<file path="src/rtl/nn_pkg.sv">
// Shared definitions for the neural-network datapath.
// Holds the 2-bit phase encoding decoded by both the layer sequencer and
// the layer datapath, so that both sides agree on the state values.
package nn_pkg;

    typedef enum logic [1:0] {
        ST_IN   = 2'b00,
        ST_BUFF = 2'b01,
        ST_OUT  = 2'b10,
        ST_DONE = 2'b11
    } state_t;

endpackage

</file>
<file path="src/rtl/rise_detect.sv">
// Rising-edge detector for a level strobe.
// Ports:
//   clk    - clock, rising edge
//   reset  - synchronous, active-high
//   strobe - level input
//   rise   - high for the cycle in which strobe is high and was low at the
//            previous edge
// The history register resets to 1 so a strobe held high through reset
// does not produce a spurious edge: it must drop and return first.
module rise_detect (
    input  logic clk,
    input  logic reset,
    input  logic strobe,
    output logic rise
);

    logic strobe_q_reg;

    always_ff @(posedge clk) begin
        if (reset) begin
            strobe_q_reg <= 1'b1;
        end else begin
            strobe_q_reg <= strobe;
        end
    end

    assign rise = strobe & ~strobe_q_reg;

endmodule

</file>
<file path="src/rtl/layer_sequencer.sv">
// Multi-layer phase controller: IN -> (BUFF -> OUT) x N_LAYERS -> DONE.
// Ports:
//   clk, reset   - clock and synchronous active-high reset
//   changes      - level strobe; only its rising edge advances the sequence
//   finished     - abort request from OUT (returns to IN, layer holds)
//   beat_valid   - one data beat accepted this cycle
//   state        - current phase (nn_pkg encoding)
//   layer        - current layer index
//   beat_cnt     - beats counted in the current phase (saturating)
//   phase_start  - one-cycle pulse in the first cycle of a BUFF or OUT phase
//   done         - high exactly while state is DONE
module layer_sequencer
    import nn_pkg::*;
#(
    parameter int N_LAYERS = 3,
    parameter int N_BEATS  = 8,
    parameter int LAYER_W  = 2,
    parameter int BEAT_W   = 4
) (
    input  logic               clk,
    input  logic               reset,
    input  logic               changes,
    input  logic               finished,
    input  logic               beat_valid,
    output logic [1:0]         state,
    output logic [LAYER_W-1:0] layer,
    output logic [BEAT_W-1:0]  beat_cnt,
    output logic               phase_start,
    output logic               done
);

    localparam logic [LAYER_W-1:0] LAST_LAYER = LAYER_W'(N_LAYERS - 1);
    localparam logic [BEAT_W-1:0]  LAST_BEAT  = BEAT_W'(N_BEATS - 1);
    localparam logic [BEAT_W-1:0]  BEAT_MAX   = {BEAT_W{1'b1}};

    state_t             state_reg, state_next;
    logic [LAYER_W-1:0] layer_reg, layer_next;
    logic [BEAT_W-1:0]  beat_cnt_reg, beat_cnt_next;
    logic               phase_start_reg, phase_start_next;
    logic               rise;

    rise_detect u_changes_rise (
        .clk    (clk),
        .reset  (reset),
        .strobe (changes),
        .rise   (rise)
    );

    always_comb begin
        state_next = state_reg;
        layer_next = layer_reg;

        case (state_reg)
            ST_IN: begin
                if (rise) begin
                    state_next = ST_BUFF;
                    layer_next = '0;
                end
            end
            ST_BUFF: begin
                // An early close and the terminal beat in the same cycle
                // both lead to OUT, so a single transition covers both.
                if (rise) begin
                    state_next = ST_OUT;
                end else if (beat_valid && (beat_cnt_reg == LAST_BEAT)) begin
                    state_next = ST_OUT;
                end
            end
            ST_OUT: begin
                // rise takes priority over an abort in the same cycle.
                if (rise) begin
                    if (layer_reg == LAST_LAYER) begin
                        state_next = ST_DONE;
                    end else begin
                        state_next = ST_BUFF;
                        layer_next = layer_reg + LAYER_W'(1);
                    end
                end else if (finished) begin
                    state_next = ST_IN;
                end
            end
            ST_DONE: begin
                state_next = ST_IN;
            end
            default: begin
                state_next = ST_IN;
            end
        endcase
    end

    always_comb begin
        beat_cnt_next = beat_cnt_reg;
        // A beat arriving on a transition cycle belongs to neither phase.
        if (state_next != state_reg) begin
            beat_cnt_next = '0;
        end else if ((state_reg == ST_BUFF) || (state_reg == ST_OUT)) begin
            if (beat_valid && (beat_cnt_reg != BEAT_MAX)) begin
                beat_cnt_next = beat_cnt_reg + BEAT_W'(1);
            end
        end else begin
            beat_cnt_next = '0;
        end
    end

    always_comb begin
        phase_start_next = (state_next != state_reg) &&
                           ((state_next == ST_BUFF) || (state_next == ST_OUT));
    end

    always_ff @(posedge clk) begin
        if (reset) begin
            state_reg       <= ST_IN;
            layer_reg       <= '0;
            beat_cnt_reg    <= '0;
            phase_start_reg <= 1'b0;
        end else begin
            state_reg       <= state_next;
            layer_reg       <= layer_next;
            beat_cnt_reg    <= beat_cnt_next;
            phase_start_reg <= phase_start_next;
        end
    end

    assign state       = state_reg;
    assign layer       = layer_reg;
    assign beat_cnt    = beat_cnt_reg;
    assign phase_start = phase_start_reg;
    assign done        = (state_reg == ST_DONE);

endmodule

</file>
<file path="config.mk">
export PLATFORM = sky130hd
export DESIGN_NAME = layer_sequencer
export DESIGN_NICKNAME = d
export VERILOG_FILES = /design/src/rtl/nn_pkg.sv /design/src/rtl/rise_detect.sv /design/src/rtl/layer_sequencer.sv
export SDC_FILE = /design/constraint.sdc
export NUM_CORES = 1
export LEC_CHECK = 0
export CAP_MARGIN = 5
export CORE_ASPECT_RATIO = 0.9
export CORE_UTILIZATION = 45
export CTS_BUF_LIST = sky130_fd_sc_hd__clkbuf_8
export DETAILED_ROUTE_END_ITERATION = 12
export PLACE_DENSITY = 0.76
export SLEW_MARGIN = 10
export SYNTH_ARGS = -nofsm -noshare
export SYNTH_HDL_FRONTEND = slang
export SYNTH_HIERARCHICAL = 1
export SYNTH_SLANG_ARGS = --single-unit
</file>
<file path="constraint.sdc">
create_clock -name clk -period 1.75 [get_ports clk]
set_input_delay 0.35 -clock clk [delete_from_list [all_inputs] [get_ports clk]]
set_output_delay 0.35 -clock clk [all_outputs]
set_load 0.05 [all_outputs]
</file>
* After elaboration in Yosys (flattened, before gate mapping)
Index checks and enable logic that the tools add are counted.
** Cells by class
- $add $sub $neg :: 2
- Equal/unequal tests :: 12
- Muxes and demuxes :: 11
- Bitwise operators :: 3
- Reduce and logical (&&, ||, !) cells :: 9
** Operators by type and width (count)
- $mux W2 :: 9
- $eq A2 B2 Y1 const B :: 4
- $pmux W2 S4 :: 1
- $ne A2 B2 Y1 const B :: 3
- $add A4 B1 Y4 const B :: 1
- $eq A2 B1 Y1 const B :: 2
- $eq A4 B3 Y1 const B :: 1
- $ne A4 B4 Y1 const B :: 1
- $pmux W2 S2 :: 1
- $reduce_and A4 Y1 :: 1
- $logic_and A1 B1 Y1 :: 3
- $reduce_or A3 Y1 :: 1
- $add A2 B1 Y2 const B :: 1
- $logic_not A2 Y1 :: 1
- $logic_or A1 B1 Y1 :: 2
- $ne A2 B2 Y1 :: 1
- $not A1 Y1 :: 2
- $reduce_bool A2 Y1 :: 1
- $and A1 B1 Y1 :: 1
** Storage, ports and cells
- Register bits :: 10
- Input bits :: 5
- Output and inout bits :: 10

* Depth between registers and ports, before layout
Gate-level depths: netlist of the first run.
- Depth after elaboration :: 8
- Gate-level depth with buffers :: 7
- Mapped depth without buffers :: 7

* By module
The synthesis of the first run kept the hierarchy.
** Modules (own cells, without submodules)
- layer_sequencer :: times used 1, cells an instance 67, area an instance 618.1 um^2
- rise_detect :: times used 1, cells an instance 3, area an instance 32.5 um^2

* Worst setup path before layout of the first run
Ideal clock, no wire load.
- Kind :: reg-to-reg
- Start :: register state_reg[1], in the netlist state[1]
- End :: register beat_cnt_reg[2], in the netlist beat_cnt[2]
- Setup time :: 0.073 ns
- Arrival :: 2.023 ns
- Required time :: 1.677 ns
- Setup slack :: -0.346 ns
- Stages on the path, launching flop included :: 7
- Path buffers :: 0
- Clock period less this slack :: 2.096 ns
- Cell sequence :: dfxtp_1 > inv_1 > ha_1 > o21ai_0 > or2b_1 > o2111ai_2 > nor3b_2
** On the way
- Longest elaborated chain between the ends :: 5
** Ends and longest elaborated chain
- from (decl) :: line layer_sequencer.sv:36 : state_t state_reg, state_next;
- from (signal assigned) :: line layer_sequencer.sv:117 : state_reg <= state_next;
- $mux W2, on equally long branches :: line layer_sequencer.sv:78, layer_sequencer.sv:65
- $mux W2, on equally long branches :: line layer_sequencer.sv:71, layer_sequencer.sv:63
- $pmux W2 S4 :: line layer_sequencer.sv:53 : case (state_reg)
- $ne A2 B2 Y1 :: line layer_sequencer.sv:94 : if (state_next != state_reg) begin
- $reduce_or A3 Y1 (no line) *
- to (signal assigned) :: line layer_sequencer.sv:119 : beat_cnt_reg <= beat_cnt_next;
- to (decl) :: line layer_sequencer.sv:38 : logic [BEAT_W-1:0] beat_cnt_reg, beat_cnt_next;
Mark *: on every way between the ends. The rest lies on a longest branch, timed or not.
A chain may end at the register's enable or synchronous reset.

* Worst setup path after layout of the first run
- Start :: register state_reg[0], in the netlist state[0]
- End :: register phase_start_reg, in the netlist phase_start
** On the way
- Longest elaborated chain between the ends :: 6
** Ends and longest elaborated chain
- $mux W2, on equally long branches :: line layer_sequencer.sv:78, layer_sequencer.sv:65
- $mux W2, on equally long branches :: line layer_sequencer.sv:71, layer_sequencer.sv:63
- $pmux W2 S4 :: line layer_sequencer.sv:53
- $eq A2 B1 Y1 / $eq A2 B2 Y1 (equally long branches) :: line layer_sequencer.sv:107 : ((state_next == ST_BUFF) || (state_next == ST_OUT));
- $logic_or A1 B1 Y1 :: line layer_sequencer.sv:107
- $logic_and A1 B1 Y1 * :: line layer_sequencer.sv:106 : phase_start_next = (state_next != state_reg) &&
- to (signal assigned) :: line layer_sequencer.sv:120 : phase_start_reg <= phase_start_next;
- to (decl) :: line layer_sequencer.sv:39 : logic phase_start_reg, phase_start_next;
Marks and branches as above.

==> metrics.txt, run 1 <==
status complete, no violations; DRT iter0 DRCs 15; Clk Latency, worst-skew pair 0.24 ns; leakage power total 0.413 nW; Yosys cell types 30; P&R area growth vs syn 49.8%; Peak VDD IR 0.550 mV; post-DP HPWL 1050 um; CTS Root Cell clkbuf_8; Ys Warns 6; Sink Count 10; flops & latches, synth 10; Cells after Synth 70; DR WL/cell 13.4 um; placed standard-cell area 881 um^2; diode count 0; area leader, netlist dfxtp_1; Design Area, Final 975 um^2; Slew Viols, Final 0; Port Buf Inserts 14; XOR/XNOR Fraction of Synth Area 0.0538; CP startpoint kind flop; hold_ws 0.487 ns; Layout Utilization 0.755; CTS Buffer Depth 2; mux cell area share after synthesis 0; Tcrit/Tclk final 0.983; Worst-path clk slew 0.05 ns; crit path time final 1.72 ns; hold crit path type reg2reg; Non-Filler Instances 112; MaxCap Viol Count 0; final setup vio count 0; nets@finish 110; largest net degree at the start of global routing 8; vias in the first global route 559; first-pass detailed-route iteration total 4; Syn Area/Cell 9.29 um^2; Layout Skew 0.00606 ns; gr ovfl total 0; Initial Util 0.504; FMAX 581 MHz; Core ar. 0.00129 mm^2; simple-gate area share of the yosys netlist 0.287; worst reg2reg setup slack 0.03 ns; Total GRT Usage 0.207; # DRC 0; Crit Path Class reg2reg; DIE AREA 0.00160 mm^2; area fraction of the dominant cell type after synthesis 0.308; Mapped Nets 81; global placer's final weighted congestion 0.824; first-pass GRT wire length 2390 um; most frequent cells in the layout buf_4, nor2_1, nand2_1, dfxtp_2; commonest non-fill, non-tap cell in the layout buf_4; Power Dens Cells 624 mW/mm^2; worst slew pin tran 0.309 ns; Placed Cells 108; total I/O pin count 15; post-synthesis compound-gate area fraction 0.208; CTS buffer count 3; routed via count 617; final hold violations 0; CTS tree yes; Post-Syn Area 651 um^2; Die W 42.1 um; adder-cell area share of the yosys netlist 0.115; top post-synthesis cells by area dfxtp_1, ha_1, nor2_1; die height 38.1 um; largest family of logic cells by synthesized area simple AND/OR/NAND/NOR gates; H-tree level count 1; Relative slew margins 0.794; Req. time, crit path 1.89 ns; standard-cell rows 12; initial antenna violation count 0; Setup crit end kind flop; final worst slack 0.0292 ns; final wirelength 1510 um; CP arrival 1.86 ns; Post-DRT Antenna Nets 0; vias per cell 5.51; max FFs per register 4; Setup WS pre-CTS -0.229 ns; Seq/Total Area, Yosys 0.308; Worst Path Max Fanout 6; fraction of layout cells with a size suffix above 1 0.469
-- synthesized netlist by cell type --
cell       number
xor2_1          1
nor3b_2         1
dfxtp_1        10
nor2b_1         2
o32ai_2         1
or3_1           1
nand3_1         4
o21a_1          1
o2111ai_2       1
a22oi_1         2
a311oi_2        2
o21ai_0         1
xnor2_1         3
a31oi_1         1
inv_1           4
or2b_1          1
nand2_1         5
ha_1            6
inv_2           1
and4_4          1
a211oi_1        1
nand2b_2        1
nand4b_4        1
or2_1           1
nor3_2          1
a21oi_1         3
nor2_1          9
and2b_1         2
o211a_1         1
o31ai_1         1
-- area by class of cell --
cell class | instances | area, um^2
multi-input cells | 55 | 470
fillers | 87 | 317
flip-flops and latches | 10 | 210
repair buffers | 24 | 203
clock buffers | 4 | 55.1
inverters | 5 | 18.8
well taps | 14 | 17.5
-- cell families after synthesis --
| group | after synthesis |
|---|---|
| simple gates | 30 |
| compound gates | 15 |
| xor+xnor | 4 |
| fa+ha+maj | 6 |
| flops | 10 |
| buf+inv | 5 |
-- final timing paths --
kind / start / endpoint / cells after the start
worst max register to register: state[0] / phase_start / 7
worst min-delay path: beat_cnt[1] / beat_cnt[1] / 2
worst min register to register: beat_cnt[1] / beat_cnt[1] / 2
worst max-delay path: state[0] / phase_start / 7
-- layer usage --
metal | GRT usage | up-vias | wire length [um]
met3 | 0.0566 | 4 | 71
met4 | 0.125 | 0 | 29
met2 | 0.324 | 19 | 677
li1 | - | 305 | -
met5 | 0 | - | 0
met1 | 0.257 | 289 | 726
-- stage by stage --
stage | power, mW | setup TNS [ns]
2_1_floorplan | 0.274 | 0
3_3_place_gp | 0.308 | -0.954
3_5_place_dp | 0.308 | -1.33
4_1_cts | 0.609 | 0
5_1_grt | 0.629 | -0.0181
6_report | 0.608 | 0
-- report_power, final --
| part | switching (mW) | total [mW] | internal [mW] |
|---|---|---|---|
| Clock | 0.0991 | 0.298 | 0.199 |
| Combinational | 0.0400 | 0.0778 | 0.0378 |
| Sequential | 0.00225 | 0.233 | 0.231 |
-- worst max-delay path, cell delays in order, from the launching register on --
cell     delay [ns]
dfxtp_4        0.34
inv_1          0.16
ha_2           0.30
inv_2          0.07
and4_4         0.18
o32ai_2        0.34
xnor2_1        0.18
nor3_2         0.05
-- timing repair --
action	CTS	global route
setup buffers	0	0
hold buffers	0	0
pin swaps	1	1
gates resized for setup	2	6
endpoints found under the setup margin	1	7
No activity file was read; power rests on OpenSTA's default activity.
==> run 2, diff against run 1 <==
--- a/config.mk
+++ b/config.mk
@@ -9,6 +9,8 @@
 export CORE_ASPECT_RATIO = 0.9
 export CORE_UTILIZATION = 45
 export CTS_BUF_LIST = sky130_fd_sc_hd__clkbuf_8
+export CTS_CLUSTER_DIAMETER = 60
+export CTS_CLUSTER_SIZE = 10
 export DETAILED_ROUTE_END_ITERATION = 12
 export PLACE_DENSITY = 0.76
 export SLEW_MARGIN = 10
==> results of run 2 <==
Final layout, timing and power as in run 1 (identical DEF).
==> run 3, diff against run 2 <==
--- a/config.mk
+++ b/config.mk
@@ -7,12 +7,11 @@
 export LEC_CHECK = 0
 export CAP_MARGIN = 5
 export CORE_ASPECT_RATIO = 0.9
-export CORE_UTILIZATION = 45
-export CTS_BUF_LIST = sky130_fd_sc_hd__clkbuf_8
+export CORE_UTILIZATION = 43
 export CTS_CLUSTER_DIAMETER = 60
 export CTS_CLUSTER_SIZE = 10
 export DETAILED_ROUTE_END_ITERATION = 12
-export PLACE_DENSITY = 0.76
+export PLACE_DENSITY = 0.73
 export SLEW_MARGIN = 10
 export SYNTH_ARGS = -nofsm -noshare
 export SYNTH_HDL_FRONTEND = slang
==> constraint.sdc (replaced) <==
create_clock -name clk -period 1.75 [get_ports clk]
set_input_delay 0.35 -clock clk [delete_from_list [all_inputs] [get_ports clk]]
set_output_delay 0.35 -clock clk [all_outputs]
set_load 0.01 [all_outputs]
==> run 3 against run 2 <==
Net effect:
- worst setup slack improved by 0.018 ns
- die area increased by 4.4%
- final cell count unchanged
- largest power group is now sequential cells
==> metrics.txt, run 3 (synthesized netlist as in run 1, its figures left out) <==
final hold violations 0; Pint 0.397 mW; Clock power frac 0.401; Req. time, crit path 1.94 ns; hold_ws 0.499 ns; Die W 43 um; Post-DRT Antenna Nets 0; DIE AREA 0.00167 mm^2; Design Area, Final 996 um^2; hold depth 2; RR Endpoint phase_start; Sink Count 10; standard-cell rows 12; Clk Latency, worst-skew pair 0.26 ns; hold crit path type reg2reg; P_sw 0.123 mW; r2r worst-path depth 6; vias in the first global route 505; hold buffers post-CTS 0; final wirelength 1580 um; max FFs per register 4; Pwr Total 0.520 mW; Worst Path Max Fanout 4; P&R area growth vs syn 53.1%; crit path time final 1.70 ns; worst slew pin tran 0.320 ns; CTS Root Cell clkbuf_4; die height 38.9 um; DR WL/cell 14.1 um; Crit Path Class in2reg; CP startpoint kind primary input; Setup crit end kind flop; Non-Filler Instances 112; worst-path cell chain clkdlybuf4s50_1 -> nand4b_4 -> a311oi_4 -> nand3_2 -> o211a_1 -> nor3_2; delay-heaviest family, CP compound AO/OA/AOI/OAI gates; hold endpoint beat_cnt[1]; fraction of layout cells with a size suffix above 1 0.347; Layout Skew 0.00243 ns; Power Dens Cells 522 mW/mm^2; placed standard-cell area 883 um^2; most frequent cells in the layout clkdlybuf4s50_1, buf_4, nor2_1, dfxtp_1, nand2_1; CP arrival 1.89 ns; diode count 0; global placer's final weighted congestion 0.891; Gate power share 0.152; Port Buf Inserts 14; routed via count 619; slowest CP cell clkdlybuf4s50_1; commonest non-fill, non-tap cell in the layout clkdlybuf4s50_1; gr ovfl total 0; CTS Buffer Depth 2; Reg-to-Reg Start beat_cnt[1]; Peak VDD IR 0.506 mV; Total GRT Usage 0.185; worst reg2reg setup slack 0.05 ns; status complete, no violations; MaxCap Viol Count 0; final setup vio count 0; nets@finish 110; first-pass GRT wire length 2290 um; CTS tree yes; CTS buffer count 3; RSZ-0062 raised after global routing yes; Initial Util 0.492; largest net degree at the start of global routing 8; leakage power total 0.398 nW; initial antenna violation count 0; hold path start beat_cnt[1]; Switching Share 0.236; # DRC 0; Layout Utilization 0.754; Seq pwr share 0.447; total I/O pin count 15; worst path bufs/invs 1; Tcrit/Tclk final 0.973; FMAX 587 MHz; Worst-path clk slew 0.07 ns; first-pass detailed-route iteration total 4; H-tree level count 1; Core ar. 0.00132 mm^2; post-DP HPWL 1100 um; Slew Viols, Final 0; Relative slew margins 0.786; Placed Cells 108; Max stage delay on crit path 0.52 ns; vias per cell 5.53; DRT iter0 DRCs 33
==> run 3: cell types whose count changed in the layout (fill, tap and decap cells not counted), sizes merged <==
| cell | before | now |
|---|---|---|
| dlymetal6s2s | 0 | 1 |
| clkdlybuf4s50 | 4 | 13 |
| buf | 20 | 10 |
==> run 3: final cells by class <==
type                            count  area, um^2
Clock buffer                        4        36.3
Fill cell                          81         325
Inverter                            5        18.8
Multi-Input combinational cell     55         503
Sequential cell                    10         203
Tap cell                           14        17.5
Timing Repair Buffer               24         218
==> run 3: power groups by stage <==
stage               clock network [mW]  registers [mW]  logic [mW]
finish                           0.208           0.233      0.0789
floorplan                            0           0.239      0.0299
CTS                              0.212           0.232      0.0675
detailed placement                   0           0.237      0.0670
global route                     0.224           0.233      0.0842
global placement                     0           0.237      0.0659
==> run 3: worst max-delay path by stage <==
stage / start / end / slack (ns) / depth (start not counted)
after floorplan: state[0] / phase_start / 0.05 / 7
after global placement: changes / beat_cnt[3] / -0.17 / 7
after detailed placement: changes / beat_cnt[2] / -0.22 / 7
after CTS: state[0] / done / 0.01 / 3
after global routing: beat_cnt[1] / phase_start / -0.02 / 6
final: beat_valid / phase_start / 0.05 / 6
==> run 3: worst register-to-register path: cells and delay by family, from the launching register on <==
kind                       cells  cell delay (ns)
AOI/OAI and AO/OA              2             0.56
adders and majority gates      1             0.24
DFF                            1             0.38
and+or+nand+nor                3             0.45
==> run 3: per-layer routing <==
layer | track usage | vias up | wire length (um) | part of all wire
li1 | - | 305 | - | -
met1 | 0.303 | 303 | 849 | 0.54
met2 | 0.250 | 11 | 677 | 0.43
met3 | 0.0140 | 0 | 51 | 0.032
met4 | 0.0455 | 0 | 0 | 0
met5 | 0 | - | 0 | 0
==> run 3: through the flow <==
step           setup TNS, ns  setup WS [ns]
2_1_floorplan              0         0.0460
3_3_place_gp           -1.09         -0.172
3_5_place_dp           -1.48         -0.221
4_1_cts                    0         0.0103
5_1_grt              -0.0329        -0.0188
6_report                   0         0.0468
==> run 3: timing repair <==
item | 4_1_cts | 5_1_grt
buffers inserted | 0 | 0
resized for setup | 0 | 15
setup endpoints to repair | 0 | 7
